**src/rtl/lcd_pkg.sv**
```systemverilog
// rtl/lcd_pkg.sv - shared types, init ROM and timing defaults for the character-LCD timing engine
package lcd_pkg;

    typedef enum logic [2:0] {
        ST_POWERUP = 3'd0,
        ST_INIT    = 3'd1,
        ST_IDLE    = 3'd2,
        ST_SETUP   = 3'd3,
        ST_PULSE   = 3'd4,
        ST_HOLD    = 3'd5,
        ST_EXEC    = 3'd6
    } lcd_state_t;

    // HD44780 bring-up: 8-bit/2-line, display on, clear, entry mode increment
    localparam logic [7:0] INIT_FUNC_SET = 8'h38;
    localparam logic [7:0] INIT_DISP_ON  = 8'h0C;
    localparam logic [7:0] INIT_CLEAR    = 8'h01;
    localparam logic [7:0] INIT_ENTRY    = 8'h06;
    localparam logic [1:0] INIT_LAST     = 2'd3;

    localparam logic [7:0] CMD_CLEAR = 8'h01;
    localparam logic [7:0] CMD_HOME  = 8'h02;

    localparam int DEF_T_POWERUP = 750000;
    localparam int DEF_T_SETUP   = 2;
    localparam int DEF_T_EN      = 12;
    localparam int DEF_T_HOLD    = 2;
    localparam int DEF_T_CMD     = 2000;
    localparam int DEF_T_CLEAR   = 82000;

    function automatic logic [7:0] init_rom(input logic [1:0] idx);
        logic [7:0] b;
        case (idx)
            2'd0:    b = INIT_FUNC_SET;
            2'd1:    b = INIT_DISP_ON;
            2'd2:    b = INIT_CLEAR;
            default: b = INIT_ENTRY;
        endcase
        return b;
    endfunction

    // Home ignores bit 0, so 0x03 is also a home command and needs the long wait
    function automatic logic is_long_cmd(input logic rs, input logic [7:0] d);
        return !rs && ((d == CMD_CLEAR) || (d == CMD_HOME) || (d == (CMD_HOME | 8'h01)));
    endfunction

endpackage

```
**src/rtl/lcd_ctrl.sv**
```systemverilog
// rtl/lcd_ctrl.sv - HD44780 timing engine: power-up wait, init sequence, per-byte setup/enable/hold/execute
module lcd_ctrl
    import lcd_pkg::*;
#(
    parameter int T_POWERUP = DEF_T_POWERUP,
    parameter int T_SETUP   = DEF_T_SETUP,
    parameter int T_EN      = DEF_T_EN,
    parameter int T_HOLD    = DEF_T_HOLD,
    parameter int T_CMD     = DEF_T_CMD,
    parameter int T_CLEAR   = DEF_T_CLEAR
) (
    input  logic       i_clk,
    input  logic       i_reset,
    input  logic       i_valid,
    input  logic       i_rs,
    input  logic [7:0] i_data,
    output logic       o_ready,
    output logic       o_init_done,
    output logic       o_lcd_on,
    output logic       o_lcd_en,
    output logic       o_lcd_rs,
    output logic       o_lcd_rw,
    output logic [7:0] o_lcd_data
);

    localparam int T_MAX_A = (T_POWERUP > T_CLEAR) ? T_POWERUP : T_CLEAR;
    localparam int T_MAX_B = (T_CMD > T_EN) ? T_CMD : T_EN;
    localparam int T_MAX_C = (T_SETUP > T_HOLD) ? T_SETUP : T_HOLD;
    localparam int T_MAX_D = (T_MAX_A > T_MAX_B) ? T_MAX_A : T_MAX_B;
    localparam int T_MAX   = (T_MAX_D > T_MAX_C) ? T_MAX_D : T_MAX_C;
    localparam int CW      = $clog2(T_MAX) + 1;

    localparam logic [CW-1:0] LD_POWERUP = CW'(T_POWERUP - 1);
    localparam logic [CW-1:0] LD_SETUP   = CW'(T_SETUP - 1);
    localparam logic [CW-1:0] LD_EN      = CW'(T_EN - 1);
    localparam logic [CW-1:0] LD_HOLD    = CW'(T_HOLD - 1);
    localparam logic [CW-1:0] LD_CMD     = CW'(T_CMD - 1);
    localparam logic [CW-1:0] LD_CLEAR   = CW'(T_CLEAR - 1);

    lcd_state_t    state, state_next;
    logic [CW-1:0] cnt, cnt_next;
    logic [1:0]    idx, idx_next;
    logic          rs_next;
    logic [7:0]    data_next;
    logic          done_next;
    logic          cnt_zero;

    assign cnt_zero = (cnt == '0);
    assign o_lcd_rw = 1'b0;

    always_comb begin
        state_next = state;
        cnt_next   = cnt_zero ? cnt : cnt - CW'(1);
        idx_next   = idx;
        rs_next    = o_lcd_rs;
        data_next  = o_lcd_data;
        done_next  = o_init_done;

        case (state)
            ST_POWERUP: begin
                if (cnt_zero) begin
                    state_next = ST_INIT;
                    idx_next   = 2'd0;
                end
            end
            ST_INIT: begin
                rs_next    = 1'b0;
                data_next  = init_rom(idx);
                state_next = ST_SETUP;
                cnt_next   = LD_SETUP;
            end
            ST_IDLE: begin
                if (i_valid && o_ready) begin
                    rs_next    = i_rs;
                    data_next  = i_data;
                    state_next = ST_SETUP;
                    cnt_next   = LD_SETUP;
                end
            end
            ST_SETUP: begin
                if (cnt_zero) begin
                    state_next = ST_PULSE;
                    cnt_next   = LD_EN;
                end
            end
            ST_PULSE: begin
                if (cnt_zero) begin
                    state_next = ST_HOLD;
                    cnt_next   = LD_HOLD;
                end
            end
            ST_HOLD: begin
                if (cnt_zero) begin
                    state_next = ST_EXEC;
                    cnt_next   = is_long_cmd(o_lcd_rs, o_lcd_data) ? LD_CLEAR : LD_CMD;
                end
            end
            ST_EXEC: begin
                if (cnt_zero) begin
                    if (o_init_done) begin
                        state_next = ST_IDLE;
                    end else if (idx == INIT_LAST) begin
                        done_next  = 1'b1;
                        state_next = ST_IDLE;
                    end else begin
                        idx_next   = idx + 2'd1;
                        state_next = ST_INIT;
                    end
                end
            end
            default: begin
                state_next = ST_POWERUP;
                cnt_next   = LD_POWERUP;
            end
        endcase
    end

    // Outputs are decoded from the next state so they line up with the state they describe
    always_ff @(posedge i_clk or posedge i_reset) begin
        if (i_reset) begin
            state       <= ST_POWERUP;
            cnt         <= LD_POWERUP;
            idx         <= 2'd0;
            o_ready     <= 1'b0;
            o_init_done <= 1'b0;
            o_lcd_on    <= 1'b0;
            o_lcd_en    <= 1'b0;
            o_lcd_rs    <= 1'b0;
            o_lcd_data  <= 8'h00;
        end else begin
            state       <= state_next;
            cnt         <= cnt_next;
            idx         <= idx_next;
            o_ready     <= (state_next == ST_IDLE);
            o_init_done <= done_next;
            o_lcd_on    <= 1'b1;
            o_lcd_en    <= (state_next == ST_PULSE);
            o_lcd_rs    <= rs_next;
            o_lcd_data  <= data_next;
        end
    end

endmodule

```
**config.mk**
```make
export PLATFORM = sky130hd
export DESIGN_NAME = lcd_ctrl
export DESIGN_NICKNAME = d
export VERILOG_FILES = /design/src/rtl/lcd_pkg.sv /design/src/rtl/lcd_ctrl.sv
export SDC_FILE = /design/constraint.sdc
export NUM_CORES = 1
export LEC_CHECK = 0
export CAP_MARGIN = 0
export CORE_MARGIN = 2
export CORE_UTILIZATION = 60
export CTS_CLUSTER_SIZE = 8
export DETAILED_ROUTE_END_ITERATION = 16
export PLACE_DENSITY = 0.83
export SLEW_MARGIN = 10
export SYNTH_ARGS = -nofsm -noshare
export SYNTH_HDL_FRONTEND = slang
export SYNTH_SLANG_ARGS = --single-unit
```
**constraint.sdc**
```tcl
create_clock -name i_clk -period 4.6 [get_ports i_clk]
set_input_delay 0.92 -clock i_clk [delete_from_list [all_inputs] [get_ports i_clk]]
set_output_delay 0.92 -clock i_clk [all_outputs]
set_load 0.01 [all_outputs]
```
# [Word level (Yosys, flattened, before mapping)]
# Index checks and enable logic that the tools add are counted.
[classes] add_sub_neg=2 eq_ne=19 mux=28 reduce_logical=14
[op_table] operator="$pmux 21 s6" count=1
[op_table] operator="$mux 21" count=5
[op_table] operator="$logic_not 21->1" count=1
[op_table] operator="$pmux 3 s7" count=1
[op_table] operator="$sub 21x1->21 const B" count=1
[op_table] operator="$mux 3" count=6
[op_table] operator="$pmux 6 s3" count=1
[op_table] operator="$mux 17" count=1
[op_table] operator="$eq 8x2->1 const B" count=2
[op_table] operator="$pmux 8 s2" count=1
[op_table] operator="$eq 3x3->1 const B" count=4
[op_table] operator="$mux 2" count=6
[op_table] operator="$ne 2x2->1 const B" count=5
[op_table] operator="$eq 3x2->1 const B" count=3
[op_table] operator="$eq 8x1->1 const B" count=1
[op_table] operator="$mux 8" count=1
[op_table] operator="$reduce_and 5->1" count=1
[op_table] operator="$eq 2x2->1 const B" count=2
[op_table] operator="$pmux 2 s2" count=1
[op_table] operator="$reduce_and 2->1" count=2
[op_table] operator="$reduce_bool 2->1" count=2
[op_table] operator="$eq 3x1->1 const B" count=1
[op_table] operator="$logic_not 3->1" count=1
[op_table] operator="$mux 1" count=3
[op_table] operator="8 further kinds" count=10
[totals] register_bits=39 input_bits=12 output_inout_bits=14 wordCells=72

# [Longest topological paths before layout]
# Gate-level depths: netlist of run 1.
[depth] word_depth=7 depth_mapped=9 ltp_nobuf=9

# [Worst setup path before layout of run 1]
# No wires, ideal clock.
[synth_path] path_kind="register to register" startpoint="reg cnt[1]" endpoint="reg cnt[9]" setup_time_ps=94 arrival_ps=1875 required_time_ps=4506 setup_slack_ps=2631 path_stages_with_launch=9 n_path_buf=1 period_less_slack_ps=1969 cell_sequence="dfstp_2 inv_1 ha_1 or4b_1 nor3_2 buf_4 and4_1 nor3_1 a211oi_1"
[synth_via] elab_chain_len=4 elab_cells_between_ends=8 cone_classes="add/sub: 1; mux: 6; reduce/logical: 1"
[synth_lines] item="start, declared" line="lcd_ctrl.sv:41" source="logic [CW-1:0] cnt, cnt_next;"
[synth_lines] item="start signal, assigned" line="lcd_ctrl.sv:132" source="cnt <= cnt_next;"
[synth_lines] item="$sub 21x1->21 or $logic_not 21->1 (tied branches)" line="lcd_ctrl.sv:53, lcd_ctrl.sv:48"
[synth_lines] item="$mux 21" line="lcd_ctrl.sv:53" source="cnt_next = cnt_zero ? cnt : cnt - CW'(1);"
[synth_lines] item="$mux 21, on equally long branches"
[synth_lines] item="$pmux 21 s6 (*)" line="lcd_ctrl.sv:59" source="case (state)"
[synth_lines] item="named net cnt_next[9]" line="lcd_ctrl.sv:41"
# Mark *: on every way through the listed nets, which the timed path passes. The rest lies on a longest branch.
# A chain may end at the register's enable or synchronous reset.

# [Worst setup path in the final report of run 1]
[layout_path] startpoint="reg cnt[1]" endpoint="reg cnt[14]"
# The elaborated chain is that of the path after synthesis.

==> results.yml, run 1 <==
synth:
  ys.warnings.count: 0
  syn-cell-area_mm2: 0.002460
  synth_edf_count: 0
  async_reset_ff_frac: 1.000
  postSynthNetCount: 285
  ys_top_cells_by_area: "dfrtp_1, dfstp_2, o21ai_0"
  post_synth_num_cell_types: 64
  synth_seq_area_share: 0.4034
  dominantRegCellSynth: "dfrtp_1"
  postSynthCellCount: 266
  area_share_of_the_largest_cell_type_after_synthesis: 0.2645
  synth.ff_latch_count: 39
  postSynthAreaPerCell_um2: 9.248
  yosys.area.top_type: "dfrtp_1"
critical_path:
  path_max_fanout: 14
  critical-path-slowest-cell: "a21oi_1"
  crit_end: "cnt[14]$_DFF_PP1_"
  r2r_start: "cnt[1]$_DFF_PP1_"
  list_of_cells_traversed_by_the_critical_path: "inv_1 > ha_1 > nor4b_4 > nand3_1 > nor2_4 > inv_2 > a21oi_1 > o21ai_0"
  timing.rr.end: "cnt[14]$_DFF_PP1_"
  data_required_time_at_the_worst_endpoint_ns: 4.79
  end_kind: "flop"
  critical_path_arrival_ns: 3.03
  crit_path_max_incr_delay_ns: 0.61
  critical_path.startpoint_type: "flop"
  ff2ff_path_depth: 8
  setup.worst_path.start: "cnt[1]$_DFF_PP1_"
  criticalPathCategory: "flop to flop"
  worst-r2r-setup-slack_ns: 1.75
hold_path:
  min_path_type: "flop to flop"
finish:
  num_antenna_cells: 0
  stdcell_count: 335
  drive_above_1_share: 0.1298
  layout.cell_area.non_filler_mm2: 0.002785
  area_growth_syn_to_layout_pct: 13.22
  final_net_count: 303
  layout_common_cells: "dfrtp_1, clkdlybuf4s50_1, nor2_1"
  commonest_non_fill_non_tap_cell_in_the_layout: "dfrtp_1"
  num-fill-cells: 323
placement:
  gpl.final_weighted_congestion: 0.9406
  placedInstanceArea_mm2: 0.002704
  buffer_ports.inserted: 24
  placedCellCount: 327
  post-dp-hpwl_mm: 4.162
sta:
  timing.final.crit_period_ns: 2.846
  fmax_mhz: 351.3
  final_min_period_over_clock_period: 0.6188
  worst_pin_slew_ns: 0.8707
  setup_viol: 0
  finalMaxSlewViolations: 0
  rsz0062_at_grt: "false"
  fin_skew_ns: 0.01121
  timing_hold_violations_final: 0
  final.hold.worst_slack_ns: 0.5166
  setup_total_negative_slack_ns: 0
  worst_slew_margin_rel: 0.4164
cts:
  clock_latency_late_sink_ns: 0.30
  cts.sinks: 39
  cts_buffers: 5
  worst_setup_hold_path_clk_slew_ns: 0.07
  cts.root.buffer_cell: "clkbuf_8"
  tritoncts: "built"
  post_cts_buffers: 0
  post_cts.resized_instances: 0
  cts_htree_levels: 2
  buffers_from_clock_root_to_sink_at_most: 2
  ctsHoldBuffers: 0
grt:
  grt.total_usage: 0.2806
  antenna_found_initial: 0
  grt_pass1_vias: 1967
  grt_max_degree: 40
  global_route.overflow_total: 0
  grt_first_pass_wirelength_mm: 9.639
route:
  drtAntennaViolNets: 0
  final_wirelength_mm: 5.931
  drc_marker_count_from_the_first_detailed_route_iteration: 193
  drt_pre_antenna_iters: 4
  routed_wire_length_per_instance_um: 17.70
  via_to_cell_ratio: 6.373
  drc: 0
  via_count: 2135
status:
  result_of_the_run: "finished clean"
pwr:
  irDropWorstVdd_mv: 0.1589
  leakagePower_nw: 1.010
  p_total_w: 0.0005868
  power_density_mw_per_mm2: 210.7
floorplanning:
  core_area_mm2: 0.003971
  start_util: 0.6194
  row_count: 23
  floorplan_die_width_um: 68.03
  io_pins: 26
  area_of_the_die_mm2: 0.004628
  chipHeight_um: 68.03
job:
  drv_cap: 0
==> Yosys cell counts, drive strengths merged (2+ instances only) <==
library cell,number
a2111oi,2
a211oi,4
a21o,2
a21oi,17
a22o,3
a31o,4
a31oi,2
buf,7
clkbuf,7
conb,2
dfrtp,26
dfstp,13
ha,7
inv,10
mux2i,4
nand2,19
nand2b,2
nand3,6
nand4,2
nor2,21
nor2b,2
nor3,15
nor4,12
nor4b,2
o211ai,4
o21ai,26
o31ai,4
or2,2
or3,3
or4,5
xnor2,7
xor2,4
==> worst max-delay path: cells and delay by family, from the launching register on <==
kind | cells | cell delay, ns
compound gates | 2 | 0.83
simple gates | 3 | 1.14
fa+ha+maj | 1 | 0.18
flops | 1 | 0.37
buf+inv | 2 | 0.20
==> how the worst min path moves through the flow <==
stage                     cells past startpoint                        end                       from  slack (ns)
after detailed placement                      2  o_lcd_data[5]$_DFFE_PP0P_  o_lcd_data[5]$_DFFE_PP0P_        0.50
after global routing                          2  o_lcd_data[5]$_DFFE_PP0P_  o_lcd_data[5]$_DFFE_PP0P_        0.55
after floorplan                               2          cnt[13]$_DFF_PP1_          cnt[13]$_DFF_PP1_        0.52
final                                         2  o_lcd_data[2]$_DFFE_PP0P_  o_lcd_data[2]$_DFFE_PP0P_        0.52
after global placement                        2  o_lcd_data[5]$_DFFE_PP0P_  o_lcd_data[5]$_DFFE_PP0P_        0.49
after CTS                                     2  o_lcd_data[5]$_DFFE_PP0P_  o_lcd_data[5]$_DFFE_PP0P_        0.52
==> registers in the layout (all words and copies together), names as in the netlist <==
| register | flops |
|---|---|
| o_lcd_rs | 1 |
| o_init_done | 1 |
| idx | 2 |
| state | 3 |
| o_lcd_en | 1 |
| o_lcd_data | 8 |
| o_lcd_on | 1 |
| cnt | 21 |
| o_ready | 1 |
==> kinds of logic after synthesis <==
| logic type | share of synthesized area |
|---|---|
| AOI/OAI and AO/OA | 0.2050 |
| buffers and inverters | 0.04374 |
| muxes | 0.01628 |
| xor gates and xnor gates | 0.03916 |
| adders and majority gates | 0.03967 |
| DFF | 0.4034 |
| other | 0.003053 |
| and+or+nand+nor | 0.2498 |
==> layer usage <==
metal  global-route usage  up-vias  share of wire
met4               0.1050        0          0.017
li1                     -     1019              -
met2               0.4235       90           0.46
met5                    0        -              0
met1               0.3947     1015           0.46
met3              0.06086       11          0.066
==> final cells by class <==
cell class | instances | area (um^2) | area share
Timing Repair Buffer | 25 | 247.7 | 0.08895
Tap cell | 50 | 62.56 | 0.02246
Clock buffer | 7 | 76.32 | 0.02740
Sequential cell | 39 | 992.2 | 0.3562
Clock inverter | 1 | 5.005 | 0.001797
Inverter | 11 | 41.29 | 0.01482
Multi-Input combinational cell | 202 | 1360 | 0.4883
==> per-stage QoR <==
stage | worst slack [ns] | util
floorplan | 2.631 | -
global placement | 1.811 | 0.6808
detailed placement | 1.813 | 0.6808
CTS | 1.779 | 0.7013
global route | 1.528 | 0.7013
finish | 1.754 | 0.7013
==> report_power, final <==
part           total [W]  internal, W  switching, W
Clock           0.000224     0.000106      0.000118
Combinational  0.0000185   0.00000954    0.00000896
Sequential      0.000344     0.000344   0.000000107
Total           0.000587     0.000460      0.000127
Power figures use the tool's default switching activity.
==> inputs of run 2 (changes only) <==
--- a/config.mk
+++ b/config.mk
@@ -7,10 +7,10 @@
 export LEC_CHECK = 0
 export CAP_MARGIN = 0
 export CORE_MARGIN = 2
-export CORE_UTILIZATION = 60
+export CORE_UTILIZATION = 57
 export CTS_CLUSTER_SIZE = 8
 export DETAILED_ROUTE_END_ITERATION = 16
-export PLACE_DENSITY = 0.83
+export PLACE_DENSITY = 0.79
 export SLEW_MARGIN = 10
 export SYNTH_ARGS = -nofsm -noshare
 export SYNTH_HDL_FRONTEND = slang
==> constraint.sdc (replaced) <==
create_clock -name i_clk -period 2.9 [get_ports i_clk]
set_input_delay 0.58 -clock i_clk [delete_from_list [all_inputs] [get_ports i_clk]]
set_output_delay 0.58 -clock i_clk [all_outputs]
set_load 0.01 [all_outputs]
==> results.yml, run 2 (synthesized netlist as in run 1, its figures left out) <==
status:
  result_of_the_run: "finished clean"
floorplanning:
  core_area_mm2: 0.004086
  chipHeight_um: 69.69
  io_pins: 26
  floorplan_die_width_um: 69.69
  area_of_the_die_mm2: 0.004857
  row_count: 23
  start_util: 0.6020
sta:
  worst_slew_margin_rel: 0.5463
  setup_total_negative_slack_ns: 0
  fmax_mhz: 405.8
  fin_skew_ns: 0.01169
  rsz0062_at_grt: "false"
  worst_pin_slew_ns: 0.6780
  setup_viol: 0
  timing.final.crit_period_ns: 2.465
  final_min_period_over_clock_period: 0.8498
  finalMaxSlewViolations: 0
  final_worst_slack_ns: 0.4355
  timing_hold_violations_final: 0
grt:
  busiest_layer: "met2"
  global_route.overflow_total: 0
  grt_first_pass_wirelength_mm: 10.37
  grt_pass1_vias: 2158
  global_route.usage.met1: 0.3773
  grt_max_degree: 40
  grt.total_usage: 0.2646
  grt.met2_usage: 0.4049
  antenna_found_initial: 0
  gr-usage-met3: 0.05233
critical_path:
  data_required_time_at_the_worst_endpoint_ns: 3.03
  list_of_cells_traversed_by_the_critical_path: "inv_1 > ha_1 > nor4b_4 > nand3_1 > buf_4 > o21ai_1 > a21oi_1 > a2111oi_0"
  criticalPathCategory: "flop to flop"
  ff2ff_path_depth: 8
  path_max_fanout: 10
  critical_path.startpoint_type: "flop"
  cp.buffers_inverters: 2
  critical_path_arrival_ns: 2.60
  worst-r2r-setup-slack_ns: 0.44
  end_kind: "flop"
  cpLargestDelayFamily: "compound AO/OA/AOI/OAI gates"
  r2r_start: "cnt[1]$_DFF_PP1_"
  timing.rr.end: "cnt[3]$_DFF_PP1_"
  critical-path-slowest-cell: "a2111oi_0"
  crit_path_max_incr_delay_ns: 0.50
finish:
  area_growth_syn_to_layout_pct: 16.84
  max_flop_register: "cnt"
  final_net_count: 308
  num_antenna_cells: 0
  layout.cell_area.non_filler_mm2: 0.002874
  layout_top_registers: "cnt: 21 flops, o_lcd_data: 8 flops, state: 3 flops"
  commonest_non_fill_non_tap_cell_in_the_layout: "dfrtp_1"
  max_reg_flops: 21
  drive_above_1_share: 0.1483
  num-fill-cells: 327
  layout_common_cells: "dfrtp_1, clkdlybuf4s50_1, nor2_1"
cts:
  cts.root.buffer_cell: "clkbuf_8"
  worst_setup_hold_path_clk_slew_ns: 0.08
  tritoncts: "built"
  post_cts.resized_instances: 0
  clock_latency_late_sink_ns: 0.29
  post_cts_buffers: 0
  ctsHoldBuffers: 0
  cts_htree_levels: 2
  cts.sinks: 39
  buffers_from_clock_root_to_sink_at_most: 2
  cts_buffers: 5
route:
  via_count: 2231
  drt_pre_antenna_iters: 5
  drc: 0
  drc_marker_count_from_the_first_detailed_route_iteration: 268
  drtAntennaViolNets: 0
  routed_wire_length_per_instance_um: 18.06
  via_to_cell_ratio: 6.562
  final_wirelength_mm: 6.139
hold_path:
  timing.hold.worst_endpoint: "o_lcd_data[1]$_DFFE_PP0P_"
  min_delay_path_depth: 2
  worstHoldStart: "o_lcd_data[1]$_DFFE_PP0P_"
  min_path_type: "flop to flop"
pwr:
  irDropWorstVdd_mv: 0.2345
  power_density_mw_per_mm2: 387.4
  leakagePower_nw: 1.059
placement:
  gpl.final_weighted_congestion: 0.9487
  post-place-ws_ns: 0.4757
  placedInstanceArea_mm2: 0.002741
  buffer_ports.inserted: 24
  post-dp-hpwl_mm: 4.226
job:
  drv_cap: 0
-- run 2: cell type report --
class,instances,area (um^2),share of cell area
multi-input cells,202,1360,0.4732
inverters,11,41.29,0.01437
flip-flops and latches,39,992.2,0.3452
repair buffers,30,285.3,0.09926
well taps,50,62.56,0.02177
clock buffers,6,72.57,0.02525
clock inverters,2,60.06,0.02090
-- run 2: power breakdown --
part	total [W]	internal (W)	switching, W	leakage, nW
logic	0.0000292	0.0000151	0.0000141	0.510
registers	0.000545	0.000545	0.000000137	0.483
clock network	0.000539	0.000344	0.000195	0.0654
-- run 2: metal layers --
layer  vias up  part of all wire
met5         -                 0
met3        30             0.092
met4         0             0.026
met2       118              0.47
li1       1029                 -
met1      1054              0.41
-- run 2: worst max-delay path by stage --
stage / endpoint / startpoint / slack [ns] / depth (start not counted)
floorplan: cnt[9]$_DFF_PP0_ / cnt[1]$_DFF_PP1_ / 0.93 / 8
global placement: cnt[10]$_DFF_PP0_ / i_valid / 0.51 / 6
detailed placement: cnt[10]$_DFF_PP0_ / i_valid / 0.48 / 6
CTS: cnt[3]$_DFF_PP1_ / cnt[1]$_DFF_PP1_ / 0.50 / 8
global route: cnt[3]$_DFF_PP1_ / cnt[1]$_DFF_PP1_ / 0.29 / 8
finish: cnt[3]$_DFF_PP1_ / cnt[1]$_DFF_PP1_ / 0.44 / 8
-- run 2: tightest hold or removal path, delay by kind of cell (launching register included) --
kind | cells | cell delay [ns]
flops | 1 | 0.37
compound gates | 1 | 0.06
simple gates | 1 | 0.05
-- run 2: through the flow --
step | power (W) | util | hold slack (ns) | cells
finish | 0.001113 | 0.7033 | 0.5077 | 340
global route | 0.001146 | 0.7033 | 0.5355 | 340
CTS | 0.001121 | 0.7033 | 0.5121 | 340
detailed placement | 0.0005852 | 0.6709 | 0.4944 | 332
global placement | 0.0005848 | 0.6709 | 0.4888 | 332
floorplan | 0.0005653 | - | 0.5216 | 266
